## config.mk

```make
export PLATFORM = sky130hd
export DESIGN_NAME = ahb_sram_arbiter
export DESIGN_NICKNAME = d
export VERILOG_FILES = /design/src/rtl/ahb_pkg.sv /design/src/rtl/ahb_rr_picker.sv /design/src/rtl/ahb_sram_arbiter.sv
export SDC_FILE = /design/constraint.sdc
export NUM_CORES = 1
export LEC_CHECK = 0
export ABC_AREA = 1
export CORE_UTILIZATION = 56
export CTS_CLUSTER_DIAMETER = 80
export DETAILED_ROUTE_END_ITERATION = 8
export PLACE_DENSITY = 0.93
export SYNTH_ARGS = -nofsm -noshare
export SYNTH_HDL_FRONTEND = slang
export SYNTH_HIERARCHICAL = 1
export SYNTH_SLANG_ARGS = --single-unit
```

## constraint.sdc

```tcl
create_clock -name hclk -period 5.25 [get_ports hclk]
set_input_delay 1.05 -clock hclk [delete_from_list [all_inputs] [get_ports hclk]]
set_output_delay 1.05 -clock hclk [all_outputs]
set_load 0.05 [all_outputs]
```

## src/rtl/ahb_pkg.sv

```systemverilog
// Shared AHB types for the SRAM-port arbiter: transfer/burst encodings,
// arbiter FSM states and the fixed-burst length lookup.
package ahb_pkg;

  typedef enum logic [1:0] {
    HTRANS_IDLE   = 2'b00,
    HTRANS_BUSY   = 2'b01,
    HTRANS_NONSEQ = 2'b10,
    HTRANS_SEQ    = 2'b11
  } htrans_t;

  typedef enum logic [2:0] {
    HBURST_SINGLE = 3'd0,
    HBURST_INCR   = 3'd1,
    HBURST_WRAP4  = 3'd2,
    HBURST_INCR4  = 3'd3,
    HBURST_WRAP8  = 3'd4,
    HBURST_INCR8  = 3'd5,
    HBURST_WRAP16 = 3'd6,
    HBURST_INCR16 = 3'd7
  } hburst_t;

  typedef enum logic [1:0] {
    ARB_IDLE,    // default master parked, nobody requesting
    ARB_OWNED,   // single transfers or undefined-length INCR
    ARB_BURST,   // fixed-length burst with beats remaining
    ARB_LOCKED   // locked sequence, owner keeps the bus
  } arb_state_t;

  // Wide enough for the 15 beats left after an accepted 16-beat NONSEQ.
  localparam int BEAT_CNT_W = 4;
  typedef logic [BEAT_CNT_W-1:0] beat_cnt_t;

  // Beats still to come after the NONSEQ of a burst; zero means the burst
  // has no fixed length and the bus may be handed over at any point.
  function automatic beat_cnt_t burst_beats_left(input hburst_t burst);
    beat_cnt_t beats;
    case (burst)
      HBURST_WRAP4,  HBURST_INCR4:  beats = beat_cnt_t'(3);
      HBURST_WRAP8,  HBURST_INCR8:  beats = beat_cnt_t'(7);
      HBURST_WRAP16, HBURST_INCR16: beats = beat_cnt_t'(15);
      default:                      beats = '0;
    endcase
    return beats;
  endfunction

endpackage

```

## src/rtl/ahb_rr_picker.sv

```systemverilog
// Combinational round-robin selector: scans requests starting one past the
// pointer and wrapping, so the pointer's own master has the lowest priority.
module ahb_rr_picker
  import ahb_pkg::*;
#(
  parameter int NUM_MASTERS = 4,
  parameter int IDX_W       = 2
) (
  input  logic [NUM_MASTERS-1:0] req,
  input  logic [IDX_W-1:0]       ptr,
  output logic [NUM_MASTERS-1:0] pick_onehot,
  output logic [IDX_W-1:0]       pick_idx,
  output logic                   pick_valid
);

  // First requester found walking ptr+1, ptr+2, ... ptr (wrapping).
  always_comb begin
    logic [IDX_W-1:0] cand;
    // NOTE: every output of a combinational block gets a default first so no
    // path through the loop can leave it unassigned and infer a latch.
    pick_onehot = '0;
    pick_idx    = '0;
    pick_valid  = 1'b0;
    cand        = '0;
    for (int i = 1; i <= NUM_MASTERS; i++) begin
      cand = IDX_W'((int'(ptr) + i) % NUM_MASTERS);
      if (!pick_valid && req[cand]) begin
        pick_valid        = 1'b1;
        pick_idx          = cand;
        pick_onehot[cand] = 1'b1;
      end
    end
  end

endmodule

```

## src/rtl/ahb_sram_arbiter.sv

```systemverilog
// Round-robin AHB arbiter for the shared SRAM slave port. Owns hgrant, the
// address- and data-phase owner indices and hmastlock; handover only happens
// on hready edges outside fixed bursts and locked sequences.
module ahb_sram_arbiter
  import ahb_pkg::*;
#(
  parameter int NUM_MASTERS    = 4,
  parameter int HMASTER_WIDTH  = 8,
  parameter int HBURST_WIDTH   = 3,
  parameter int DEFAULT_MASTER = 0
) (
  input  logic                     hclk,
  input  logic                     hresetn,
  input  logic [NUM_MASTERS-1:0]   hbusreq,
  input  logic [NUM_MASTERS-1:0]   hlock,
  input  logic [1:0]               htrans,
  input  logic [HBURST_WIDTH-1:0]  hburst,
  input  logic                     hready,
  output logic [NUM_MASTERS-1:0]   hgrant,
  output logic [HMASTER_WIDTH-1:0] hmaster,
  output logic [HMASTER_WIDTH-1:0] hmaster_data,
  output logic                     hmastlock
);

  localparam int IDX_W = (NUM_MASTERS > 1) ? $clog2(NUM_MASTERS) : 1;
  localparam logic [IDX_W-1:0]       DEF_IDX   = IDX_W'(DEFAULT_MASTER);
  localparam logic [NUM_MASTERS-1:0] DEF_GRANT = NUM_MASTERS'(1) << DEFAULT_MASTER;

  arb_state_t             state_q, state_d;
  beat_cnt_t              cnt_q, cnt_d;
  logic [IDX_W-1:0]       ptr_q, ptr_d;
  logic [NUM_MASTERS-1:0] hgrant_q, hgrant_d;
  logic [IDX_W-1:0]       hmaster_q, hmaster_d;
  logic [IDX_W-1:0]       hmaster_data_q, hmaster_data_d;
  logic                   hmastlock_q, hmastlock_d;

  logic [NUM_MASTERS-1:0] pick_onehot;
  logic [IDX_W-1:0]       pick_idx;
  logic                   pick_valid;

  htrans_t   trans;
  beat_cnt_t burst_len;
  logic      owner_locked;

  assign trans        = htrans_t'(htrans);
  assign burst_len    = burst_beats_left(hburst_t'(hburst[2:0]));
  assign owner_locked = hlock[hmaster_q];

  ahb_rr_picker #(
    .NUM_MASTERS (NUM_MASTERS),
    .IDX_W       (IDX_W)
  ) u_picker (
    .req         (hbusreq),
    .ptr         (ptr_q),
    .pick_onehot (pick_onehot),
    .pick_idx    (pick_idx),
    .pick_valid  (pick_valid)
  );

  // Next-state, burst counting and grant selection; everything holds while
  // hready is low.
  always_comb begin
    state_d        = state_q;
    cnt_d          = cnt_q;
    ptr_d          = ptr_q;
    hgrant_d       = hgrant_q;
    hmaster_d      = hmaster_q;
    hmaster_data_d = hmaster_data_q;
    hmastlock_d    = hmastlock_q;

    if (hready) begin
      // The address phase just accepted becomes the data phase.
      hmaster_data_d = hmaster_q;

      unique case (state_q)
        ARB_IDLE, ARB_OWNED: begin
          if (trans == HTRANS_NONSEQ && burst_len != '0) begin
            // Owner starts a fixed burst: freeze the grant for its beats.
            cnt_d   = burst_len;
            state_d = ARB_BURST;
          end else if (owner_locked) begin
            // Lock owner always wins while it holds hlock.
            ptr_d       = hmaster_q;
            hmastlock_d = 1'b1;
            state_d     = ARB_LOCKED;
          end else if (pick_valid) begin
            ptr_d       = pick_idx;
            hgrant_d    = pick_onehot;
            hmaster_d   = pick_idx;
            hmastlock_d = hlock[pick_idx];
            state_d     = ARB_OWNED;
          end else begin
            // Nobody asking: park on the default master.
            hgrant_d    = DEF_GRANT;
            hmaster_d   = DEF_IDX;
            hmastlock_d = hlock[DEF_IDX];
            state_d     = ARB_IDLE;
          end
        end

        ARB_BURST, ARB_LOCKED: begin
          unique case (trans)
            HTRANS_SEQ:    if (cnt_q != '0) cnt_d = cnt_q - beat_cnt_t'(1);
            HTRANS_BUSY:   cnt_d = cnt_q;
            HTRANS_NONSEQ: cnt_d = burst_len;
            HTRANS_IDLE:   cnt_d = '0;
          endcase

          if (state_q == ARB_BURST) begin
            state_d = (cnt_d != '0) ? ARB_BURST : ARB_OWNED;
          end else if (cnt_d == '0 && !owner_locked) begin
            // Lock released outside a burst; grant moves at the next handover.
            state_d = ARB_OWNED;
          end
        end

        default: state_d = ARB_IDLE;
      endcase
    end
  end

  // State and output registers, async reset to the parked default master.
  always_ff @(posedge hclk or negedge hresetn) begin
    if (!hresetn) begin
      state_q        <= ARB_IDLE;
      cnt_q          <= '0;
      ptr_q          <= DEF_IDX;
      hgrant_q       <= DEF_GRANT;
      hmaster_q      <= DEF_IDX;
      hmaster_data_q <= DEF_IDX;
      hmastlock_q    <= 1'b0;
    end else begin
      // NOTE: non-blocking assignments so every flop samples the values from
      // before this edge, regardless of statement order.
      state_q        <= state_d;
      cnt_q          <= cnt_d;
      ptr_q          <= ptr_d;
      hgrant_q       <= hgrant_d;
      hmaster_q      <= hmaster_d;
      hmaster_data_q <= hmaster_data_d;
      hmastlock_q    <= hmastlock_d;
    end
  end

  assign hgrant       = hgrant_q;
  assign hmaster      = HMASTER_WIDTH'(hmaster_q);
  assign hmaster_data = HMASTER_WIDTH'(hmaster_data_q);
  assign hmastlock    = hmastlock_q;

endmodule
```

# == Yosys cells after proc, flatten, opt, wreduce, memory -nomap -nowiden ==
# Cells that the tools add are included.
# totals
ff_bits,17
latchBits,0
mem_bits_rw,0
rom_bits,0
inputBits,16
output_inout_bits,21
memories,0
# classes
addsub,5
multipliers,0
n_div,0
order_cmp,10
n_eq_ne,14
shifts,0
n_mux,52
bitwise_logic,5
n_reduce_logical,30
# ops
operator,count
two-way mux 4 bit,9
two-way mux 2 bit,12
less-than comparator 2 x 3 -> 1 bit (second input constant),6
two-way mux 1 bit,17
case mux 4 bit (4 select lines),1
binary-select mux 1 bit (select 2 bit),6
equality test 3 bit (second input constant),4
bitwise OR 4 bit,3
case mux 4 bit (3 select lines),1
nonzero test 4 bit,3
OR reduction 2 bit,5
logical AND 1 bit,9
demux 1 bit (select 2 bit),4
equality test 2 bit (second input constant),4
greater-or-equal comparator 2 x 1 -> 1 bit (second input constant),4
case mux 4 bit (2 select lines),1
AND reduction 4 bit,2
equality test 3 x 2 -> 1 bit (second input constant),2
adder 2 x 1 -> 2 bit (second input constant),2
adder 2 bit (second input constant),2
equality test 2 x 1 -> 1 bit (second input constant),2
logical NOT 1 bit,4
logical NOT 2 bit,2
logical NOT 4 bit,1
8 further kinds,10

# == Logic depth before layout (Yosys ltp) ==
# logic_depth
ltp_word,17
mapped_depth,15
depth_no_buf,13

# == By module ==
# Netlist, hierarchy kept.
# by_module_without_submodules
mod,n_inst,cells_per_inst,area_each_um2,seq_area_each_um2
ahb_sram_arbiter,1,158,1231.2,426.7
ahb_rr_picker,1,81,535.5,0.0

# == Least setup slack after synthesis ==
# OpenSTA, ideal clock, no wires.
# synth_timing
path_kind,input-to-reg
startpoint,input port hbusreq[1]
endpoint,register ptr_q[0]
setup_ps,125
arrival_time_ps,2342
required_ps,5125
slack_ps,2783
stages,11
path_cell_list,inv_1 -> nand2_4 -> nand3_4 -> nand2_4 -> nor2_4 -> buf_6 -> nand4_1 -> inv_1 -> nand2_2 -> nand2_2 -> mux2_4
# synth_between
elab_chain_len,14
elab_cells_between_ends,26
cone_classes,mux: 18; reduce/logical: 8
# synth_rtl
item,line_no,text
from (decl),ahb_sram_arbiter.sv:14,"input logic [NUM_MASTERS-1:0] hbusreq,"
binary-select mux 1 bit (select 2 bit),ahb_rr_picker.sv:27,if (!pick_valid && req[cand]) begin
two-way mux 1 bit (not written as such),ahb_rr_picker.sv:27,
two-way mux 1 bit,ahb_rr_picker.sv:27,
logical NOT 1 bit,ahb_rr_picker.sv:27,
logical AND 1 bit,ahb_rr_picker.sv:27,
two-way mux 1 bit,ahb_rr_picker.sv:27,
logical NOT 1 bit,ahb_rr_picker.sv:27,
logical AND 1 bit,ahb_rr_picker.sv:27,
two-way mux 1 bit,ahb_rr_picker.sv:27,
logical NOT 1 bit,ahb_rr_picker.sv:27,
logical AND 1 bit,ahb_rr_picker.sv:27,
two-way mux 1 bit (*),ahb_rr_picker.sv:27,
via pick_valid,ahb_sram_arbiter.sv:39,logic pick_valid;
nonzero test 2 bit (no line) (*),-,
AND reduction 4 bit (no line) (*),-,
to (signal assigned),ahb_sram_arbiter.sv:137,ptr_q <= ptr_d;
to (decl),ahb_sram_arbiter.sv:31,"logic [IDX_W-1:0] ptr_q, ptr_d;"
# The timed path passes the listed nets; every way through them passes the cells marked *. The select of a mux whose other input is x is not followed.
# A chain may end at the register's enable or synchronous reset.

# == Worst setup path after layout ==
# layout_timing
startpoint,input port hbusreq[2]
endpoint,register ptr_q[0]
# The elaborated chain is that of the path after synthesis.

==> flow_summary.toml <==
[outcome]
status = "complete, but fails checks"
violations = "DRC"

[logic_synthesis]
ys.flop_type = "dfrtp_1"
yosysUniqueCellTypes = 38
postSynthAreaPerCell_um2 = 7.39
synthTopCellsByCount = "47 x nand2_1, 26 x nand3_1, 21 x inv_1"
syn_inst = 239
synthXorXnorAreaFrac = 0
yosys.area_share.simple = 0.398
synth-edff-count = 0
async_flop_share = 1.00
synthesis.area_um2 = 1770
netlist.area_leader.share = 0.227
post-synth-top-count-cell = "nand2_1"
synth_top_family_by_area = "simple AND/OR/NAND/NOR gates"
seq_area_frac_synth = 0.242
ys_warn_count = 6
synth_area_leaders = "dfrtp_1 23%, nand2_1 10%, nand3_1 7.4%"
synth_largest_area_cell = "dfrtp_1"
synthAdderAreaFrac = 0.0637
ys_ff_latch = 17
synth_mux_area_frac = 0.00850
synth_compound_area_frac = 0.150

[global_routing]
grtUsageTotal = 0.211
grt_pass1_vias = 1399
grt_pass1_wl_mm = 5.78
grt_remaining_overflow = 0
antenna_found_initial = 0
grt_start_max_net_pins = 18

[floorplan]
die-area_um2 = 3380
die_w_um = 58.2
coreArea_um2 = 3030
die_y_um = 58.2
start_util = 0.583
num_io_pins = 37
placementRows = 20

[setup_path]
cp_num_buf_inv = 3
crit_type = "input pin to flip-flop"
max_stage_delay_ns = 0.44
cp-end-kind = "flip-flop"
required_ns = 5.42
cp_max_fo = 12
crit_chain = "clkdlybuf4s50_1 -> inv_1 -> nand2_2 -> nand3_4 -> nand2_4 -> nor2_4 -> nand4_1 -> inv_1 -> nand2_2 -> nand2_2 -> mux2_4"
worstPathArrival_ns = 3.03
crit_family = "simple AND/OR/NAND/NOR gates"
crit_top_cell = "nand2_2"
crit_path_start_kind = "input pin"
cp_slowest_cell = "clkdlybuf4s50_1"

[routing]
ant_nets = 0
vias = 1639
routedWlPerCell_um = 11.0
vias_per_cell = 5.36
first_pass_iters = 6
routed_wl_mm = 3.35
drt_iter0_markers = 78
drcViolationCount = 2

[clock_network]
clock_sinks = 17
cts-root-buf = "clkbuf_4"
clk_path_buf_depth = 2
holdBufCountCts = 0
post_cts_resized = 0
clk_pin_slew_worst_paths_ns = 0.10
post_cts_buffers = 0
cts_buffers = 3
cts-htree-levels = 1
worstSkewPairLatency_ns = 0.28
cts_tree = "yes"

[layout]
layout-drive-gt1-share = 0.183
areaGrowthSynthToFinish_pct = 13.3
num-nets-final = 288
diodes = 0
finalNonFillerCells = 306
fill_cells = 263

[placement]
gp_congestion = 0.904
io_buffers = 23
detailed_place_hpwl_mm = 2.67
dp.cells = 302

[timing]
report.final.slew_viol_count = 0
holdWs_ns = 0.499
setup_viol_count_final = 0
final_hold_viol_count = 0
worst-slew-pin-transition_ns = 0.771
fin_tns_setup_ns = 0
fmax_ghz = 0.350
final.min_clock_period_ns = 2.86
rsz0062_at_grt = "false"
slew_headroom = 0.484
post-route-period-util = 0.544
clock_skew_ns = 0.0108

[power_and_ir_drop]
vdd_ir_drop_max_v = 0.000380
leakagePower_nw = 0.967
power.density_nw_per_um2 = 629

[hold_path]
hold_class = "flip-flop to flip-flop"

[run]
cap_violations = 0
-- state kept, by name, summed over array words and instances, names as in the netlist --
register and flops:
state_q 2, hmastlock 1, hgrant 4, cnt_q 4, hmaster_q 2, ptr_q 2
hmaster_data_q 2
-- area by class of cell --
class,instances,area (um2),area share
Clock buffer,4,26.3,0.0131
Inverter,30,123,0.0613
Multi-Input combinational cell,188,1140,0.570
Sequential cell,17,427,0.213
Tap cell,44,55.1,0.0275
Timing Repair Buffer,23,230,0.115
-- power breakdown --
part           internal, W  total [W]  switching (W)
Sequential        0.000193   0.000281      0.0000879
Combinational     0.000320   0.000911       0.000592
Clock            0.0000294  0.0000677      0.0000383
Total             0.000542    0.00126       0.000718
-- through the flow --
| step | worst slack (ns) | util | area (um2) | power, W |
|---|---|---|---|---|
| floorplan | 2.78 | - | 1810 | 0.00102 |
| global placement | 2.14 | 0.652 | 1980 | 0.00117 |
| detailed placement | 2.14 | 0.652 | 1980 | 0.00119 |
| CTS | 2.43 | 0.661 | 2000 | 0.00126 |
| global route | 2.20 | 0.661 | 2000 | 0.00138 |
| finish | 2.39 | 0.661 | 2000 | 0.00126 |
-- layout by cell type, fill, tap and decap left out, drive strengths merged --
cell,instances
dfstp,1
mux2,1
nor3,1
or2,1
o21ai,8
o22a,1
inv,30
o211ai,1
a21oi,19
nand3,32
nand4,6
ha,9
nand2,64
a32o,1
nor2,19
dfrtp,16
a31oi,1
conb,12
o22ai,4
clkdlybuf4s50,23
a21boi,4
a2bb2oi,1
clkbuf,4
a22o,3
-- cell families (layout without fill, tap and decap cells) --
family	count (synthesis)	in the layout
muxes	1	1
buffers and inverters	45	57
and+or+nand+nor	123	123
AOI/OAI and AO/OA	43	43
DFF	17	17
other	1	12
adders and majority gates	9	9
-- worst register-to-register path: stages (launching register included) --
cell     delay, ns
dfrtp_1       0.73
inv_8         0.12
ha_1          0.42
inv_2         0.09
nand3_4       0.13
nand2_4       0.08
nor2_4        0.24
nand4_1       0.19
inv_1         0.24
nand2_2       0.10
nand2_2       0.09
mux2_4        0.29
-- per-layer routing --
layer,wire length [um],GRT usage,part of all wire,vias to the layer above
li1,-,-,-,830
met1,1600,0.297,0.48,766
met2,1600,0.353,0.48,41
met3,133,0.0268,0.040,2
met4,17,0.0374,0.0051,0
met5,0,0,0,-
-- worst paths after layout --
path | startpoint | endpoint | slack (ns) | depth (start not counted)
min | hmaster_data_q[1]$_DFFE_PN0P_ | hmaster_data_q[1]$_DFFE_PN0P_ | 0.50 | 2
max reg2reg | ptr_q[0]$_DFFE_PN0P_ | ptr_q[0]$_DFFE_PN0P_ | 2.42 | 11
min reg2reg | hmaster_data_q[1]$_DFFE_PN0P_ | hmaster_data_q[1]$_DFFE_PN0P_ | 0.50 | 2
min in group asynchronous | hresetn | cnt_q[3]$_DFFE_PN0P_ | 1.21 | 1
max | hbusreq[2] | ptr_q[0]$_DFFE_PN0P_ | 2.39 | 11
max in group asynchronous | hresetn | hgrant[2]$_DFFE_PN0P_ | 3.55 | 1
Power figures use the tool's default switching activity.
